### src/rtl/mantissa_divider.sv
// Radix-4 restoring divider for single-precision mantissas.
// Computes floor(dividend * 2^25 / divisor) as a 26-bit quotient plus a
// sticky bit over 13 iterations, retiring two restoring steps per cycle.
// A divisor without its hidden bit is flagged as div_zero and forces an
// all-ones quotient with sticky set, keeping the same latency.
module mantissa_divider (
    input  logic        CLK,
    input  logic        nRST,
    input  logic        in_valid,
    output logic        in_ready,
    input  logic [23:0] dividend,
    input  logic [23:0] divisor,
    output logic        out_valid,
    input  logic        out_ready,
    output logic [25:0] quotient,
    output logic        sticky,
    output logic        div_zero
);

    typedef enum logic [1:0] {
        IDLE = 2'd0,
        RUN  = 2'd1,
        DONE = 2'd2
    } state_t;

    // Final iteration index: 13 RUN edges produce 26 quotient bits.
    localparam logic [3:0] LAST_COUNT = 4'd12;

    state_t      state_r;
    logic [24:0] rem_r;
    logic [23:0] den_r;
    logic [25:0] quo_r;
    logic [3:0]  count_r;
    logic        div_zero_r;
    logic        in_ready_r;
    logic        out_valid_r;
    logic [25:0] quotient_r;
    logic        sticky_r;

    logic [25:0] step1_s;
    logic [25:0] step2_s;
    logic [25:0] quo_next_s;
    logic [24:0] rem_next_s;

    // One restoring step: returns {q_bit, shifted partial remainder}.
    // The remainder is kept to 25 bits; a normalized divisor guarantees
    // nothing is lost by the shift.
    function automatic logic [25:0] restore_step(input logic [24:0] rem,
                                                 input logic [23:0] den);
        logic [24:0] diff;
        logic [25:0] res;
        diff = rem - {1'b0, den};
        if (rem >= {1'b0, den}) begin
            res = {1'b1, diff << 1};
        end else begin
            res = {1'b0, rem << 1};
        end
        return res;
    endfunction

    // Two chained restoring steps per cycle; the first yields the higher bit.
    always_comb begin
        step1_s    = restore_step(rem_r, den_r);
        step2_s    = restore_step(step1_s[24:0], den_r);
        quo_next_s = {quo_r[23:0], step1_s[25], step2_s[25]};
        rem_next_s = step2_s[24:0];
    end

    // Control FSM with datapath registers and registered handshake/result outputs.
    always_ff @(posedge CLK or negedge nRST) begin
        if (!nRST) begin
            state_r     <= IDLE;
            rem_r       <= 25'd0;
            den_r       <= 24'd0;
            quo_r       <= 26'd0;
            count_r     <= 4'd0;
            div_zero_r  <= 1'b0;
            in_ready_r  <= 1'b1;
            out_valid_r <= 1'b0;
            quotient_r  <= 26'd0;
            sticky_r    <= 1'b0;
        end else begin
            case (state_r)
                IDLE: begin
                    if (in_valid) begin
                        rem_r      <= {1'b0, dividend};
                        den_r      <= divisor;
                        quo_r      <= 26'd0;
                        count_r    <= 4'd0;
                        div_zero_r <= ~divisor[23];
                        in_ready_r <= 1'b0;
                        state_r    <= RUN;
                    end
                end
                RUN: begin
                    rem_r   <= rem_next_s;
                    quo_r   <= quo_next_s;
                    count_r <= count_r + 4'd1;
                    if (count_r == LAST_COUNT) begin
                        state_r     <= DONE;
                        out_valid_r <= 1'b1;
                        quotient_r  <= div_zero_r ? 26'h3FFFFFF : quo_next_s;
                        sticky_r    <= div_zero_r | (rem_next_s != 25'd0);
                    end
                end
                DONE: begin
                    if (out_ready) begin
                        out_valid_r <= 1'b0;
                        in_ready_r  <= 1'b1;
                        state_r     <= IDLE;
                    end
                end
                default: begin
                    out_valid_r <= 1'b0;
                    in_ready_r  <= 1'b1;
                    state_r     <= IDLE;
                end
            endcase
        end
    end

    assign in_ready  = in_ready_r;
    assign out_valid = out_valid_r;
    assign quotient  = quotient_r;
    assign sticky    = sticky_r;
    assign div_zero  = div_zero_r;

endmodule

### config.mk
export PLATFORM = sky130hd
export DESIGN_NAME = mantissa_divider
export DESIGN_NICKNAME = d
export VERILOG_FILES = /design/src/rtl/mantissa_divider.sv
export SDC_FILE = /design/constraint.sdc
export NUM_CORES = 1
export LEC_CHECK = 0
export ABC_AREA = 1
export ABC_CLOCK_PERIOD_IN_PS = 3750
export BUFFER_PORTS_ARGS = -buffer_cell sky130_fd_sc_hd__buf_4
export CAP_MARGIN = 15
export CORE_ASPECT_RATIO = 0.7
export CORE_MARGIN = 2
export CORE_UTILIZATION = 50
export CTS_CLUSTER_DIAMETER = 80
export DETAILED_ROUTE_END_ITERATION = 6
export PLACE_DENSITY = 0.72
export SLEW_MARGIN = 5
export SYNTH_ARGS = -nofsm -noshare
export SYNTH_HDL_FRONTEND = slang
export SYNTH_SLANG_ARGS = --single-unit
### constraint.sdc
create_clock -name CLK -period 3.75 [get_ports CLK]
set_input_delay 0.1875 -clock CLK [delete_from_list [all_inputs] [get_ports CLK]]
set_output_delay 0.1875 -clock CLK [all_outputs]
set_load 0.05 [all_outputs]
==> results by group <==
Run status
  – Outcome: finished with violations
  – Violated checks: setup timing

Critical path
  – Reg2reg path depth: 34
  – Worst R2R End: sticky
  – Critical path's largest stage delay: 0.36 ns
  – RR Startpoint: den_r[20]
  – Slowest-stage cell, CP: dfrtp_1
  – Critical path class: reg -> reg
  – Critical Path AT: 4.97 ns
  – Required @ worst endpoint: 4.00 ns
  – Crit path capture type: flop
  – CP most frequent cell: nand2_1
  – Flop2flop setup slack: -0.97 ns
  – Startpoint Class: flop
  – Crit path max fanout: 7

STA
  – Crit path setup slack, layout: -0.970 ns
  – Relative slew slack: 0.424
  – Final setup vio count: 27
  – Final worst path period share: 1.26
  – Minimum clock period: 4.72 ns
  – Slew Limit Fails: 0
  – Worst-Margin Slew: 0.864 ns
  – Max Fclk: 212 MHz
  – Unrepaired setup endpoints after global routing: yes
  – Final Hold Viols: 0
  – Clock Skews: 0.0139 ns

Run
  – Max-cap violations: 0

Synth
  – Post-synthesis mux area share: 0
  – Area of the mapped netlist: 0.00786 mm²
  – Largest family of logic cells by synthesized area: simple AND/OR/NAND/NOR gates
  – Adder-Cell Fraction of Synth Area: 0.0847
  – Cells after Synth: 1134
  – Post-synthesis simple-gate area fraction: 0.302
  – Syn_area_per_cell: 6.93 µm²
  – Library cells used by synthesis: 43
  – Post-synth net total: 1238
  – Post-Synth XOR/XNOR Area: 0.0335
  – Seq/Total Area, Yosys: 0.347
  – Synthesis-stage register bit count: 109
  – Compound-Gate Fraction of Synth Area: 0.133
  – YS warnings: 0

Clock tree
  – CTS sink count: 109
  – Reg clk slew, reported paths: 0.09 ns
  – CTS tree: yes
  – # H-tree levels: 3
  – Clock latency on the worst-skew pair: 0.37 ns
  – Root buffer cell: clkbuf_16
  – Number of buffers created by CTS: 9
  – CTS Buffer Depth: 2

Floorplan
  – Die W: 154 µm
  – # IOs: 82
  – DIE AREA: 0.0167 mm²
  – Core ar.: 0.0155 mm²
  – Initial Utilization: 0.508
  – Site Rows: 38
  – Die Span Y: 109 µm

Drt
  – Residual DRC: 0
  – Antenna Nets Post-Route: 0
  – Initial DRC count: 1824
  – Pre-antenna DRT Iters: 6
  – Post-Route WL: 39400 µm
  – Avg WL per Cell: 22.9 µm
  – Vias/cell: 6.15
  – Vias: 10600

Final layout
  – Share of cells above drive strength 1: 0.479
  – Fin nets: 1619
  – Area delta synth->final: 66.4%
  – Antenna diodes: 0
  – Fill cells: 750
  – Finished Layout Cells: 1720
  – Fin util: 0.846
  – Final Cell Area: 0.0131 mm²

Min path
  – Hold path startpoint: divisor[8]
  – Hold Path Class: in -> reg
  – Worst hold path stage count: 3
  – Hold Path Sink: den_r[8]

GRT
  – Initial antenna violation count: 0
  – Largest net degree at the start of global routing: 68
  – First-pass GRT wire length: 46600 µm
  – Total gr overflow: 0
  – Tot GR Track Use: 0.364
  – Vias in the first global route: 8728

Placement
  – Placed insts: 1630
  – Cell area after placement: 0.0106 mm²
  – HPWL after DPL: 22200 µm
  – Gpl congestion: 0.989
  – Port Buffers: 81
[Yosys cell counts, drive strengths merged]
cell type,count,share of area
clkinv,1,0.00064
a21oi,70,0.047
o21a,2,0.0019
dfrtp,108,0.34
nor2,94,0.048
nor3,8,0.0057
dfstp,1,0.0033
a31oi,1,0.00080
clkbuf,20,0.0096
a21o,4,0.0038
ha,50,0.080
or2,4,0.0032
nor4,3,0.0024
a211oi,1,0.00096
nand4,24,0.019
xor2,19,0.021
a221oi,1,0.0011
nand3b,2,0.0019
o221ai,3,0.0033
xnor2,11,0.012
o211ai,9,0.0086
o22ai,28,0.022
buf,10,0.0078
nand2,344,0.17
o21bai,2,0.0019
inv,169,0.081
o21ai,64,0.042
fa,2,0.0051
nand3,79,0.055
[state kept, by name, summed over array words and instances (netlist names)]
name and flops:
in_ready 1, den_r 24, div_zero 1, state_r 2, out_valid 1, quo_r 24, quotient 26, sticky 1
count_r 4, rem_r 25
[what timing repair did]
item / CTS / global route
pin swaps: 49 / 104
resized for setup: 154 / 230
hold buffers: 1 / 0
cloned: 5 / 2
setup endpoints to repair: 27 / 27
hold endpoints to repair: 62 / 0
buffers inserted: 33 / 39
[worst max path at each step]
stage / from / end / slack [ns] / cells after the start
final: den_r[20] / sticky / -0.97 / 34
after global routing: den_r[20] / sticky / -1.01 / 32
after CTS: rem_r[15] / sticky / -0.18 / 26
after detailed placement: rem_r[23] / sticky / -0.66 / 30
after global placement: rem_r[23] / sticky / -0.66 / 30
after floorplan: rem_r[2] / sticky / 0.001 / 31
[cell families after synthesis]
| kind of cell | after synthesis |
|---|---|
| adder cells (fa/ha/maj) | 52 |
| AO/OA/AOI/OAI | 185 |
| AND/OR/NAND/NOR | 558 |
| XOR/XNOR | 30 |
| buffers and inverters | 200 |
| flip-flops | 109 |
[cells in the final DEF (no fill, tap or decap), types with 10 or more instances in the layout]
master / n
ha_4: 42
xor2_1: 17
buf_4: 358
clkbuf_16: 10
o21ai_2: 13
nand3_2: 24
nor2_1: 74
a21oi_1: 50
o22ai_1: 27
nand4_1: 24
nor2_2: 11
nand2_1: 234
o21ai_0: 40
nand2_4: 28
inv_1: 125
buf_6: 31
nand2_2: 82
inv_2: 40
a21oi_2: 14
nand3_1: 42
dfrtp_1: 108
nand3_4: 16
[through the flow]
| stage | setup TNS (ns) | worst slack (ns) | hold slack, ns |
|---|---|---|---|
| after CTS | -0.350 | -0.181 | 0.0213 |
| after global routing | -15.85 | -1.01 | 0.0320 |
| after global placement | -8.86 | -0.655 | 0.336 |
| after detailed placement | -9.81 | -0.662 | 0.340 |
| after floorplan | 0 | 0.00118 | -0.108 |
| final | -14.02 | -0.970 | 0.0176 |
[layer usage]
metal	vias to the layer above	share of wire	GRT usage	wire length, µm
met4	0	0.070	0.110	2770
li1	4445	-	-	-
met5	-	0	0	0
met2	979	0.42	0.534	16700
met1	4864	0.36	0.518	14200
met3	291	0.15	0.112	5740
[cell type report]
cell class	count	area, µm²	area share
clock buffer	10	229	0.0175
timing repair buffer	396	3160	0.242
tap	200	250	0.0191
multi-input combinational	828	5980	0.457
timing repair inverter	1	8.76	0.000670
inverter	170	658	0.0503
clock inverter	6	60.1	0.00459
sequential	109	2730	0.209
[worst max-delay path: cells and delay by family, from the launching register on]
kind            cells  cell delay (ns)
compound gates      5             0.78
xor+xnor            1             0.14
fa+ha+maj           2             0.49
buf+inv            10             1.19
flops               1             0.36
simple gates       16             1.63
Power is left out: the tool's default activity adds up to more than one toggle a clock period on the data nets, which glitch-free logic cannot reach.
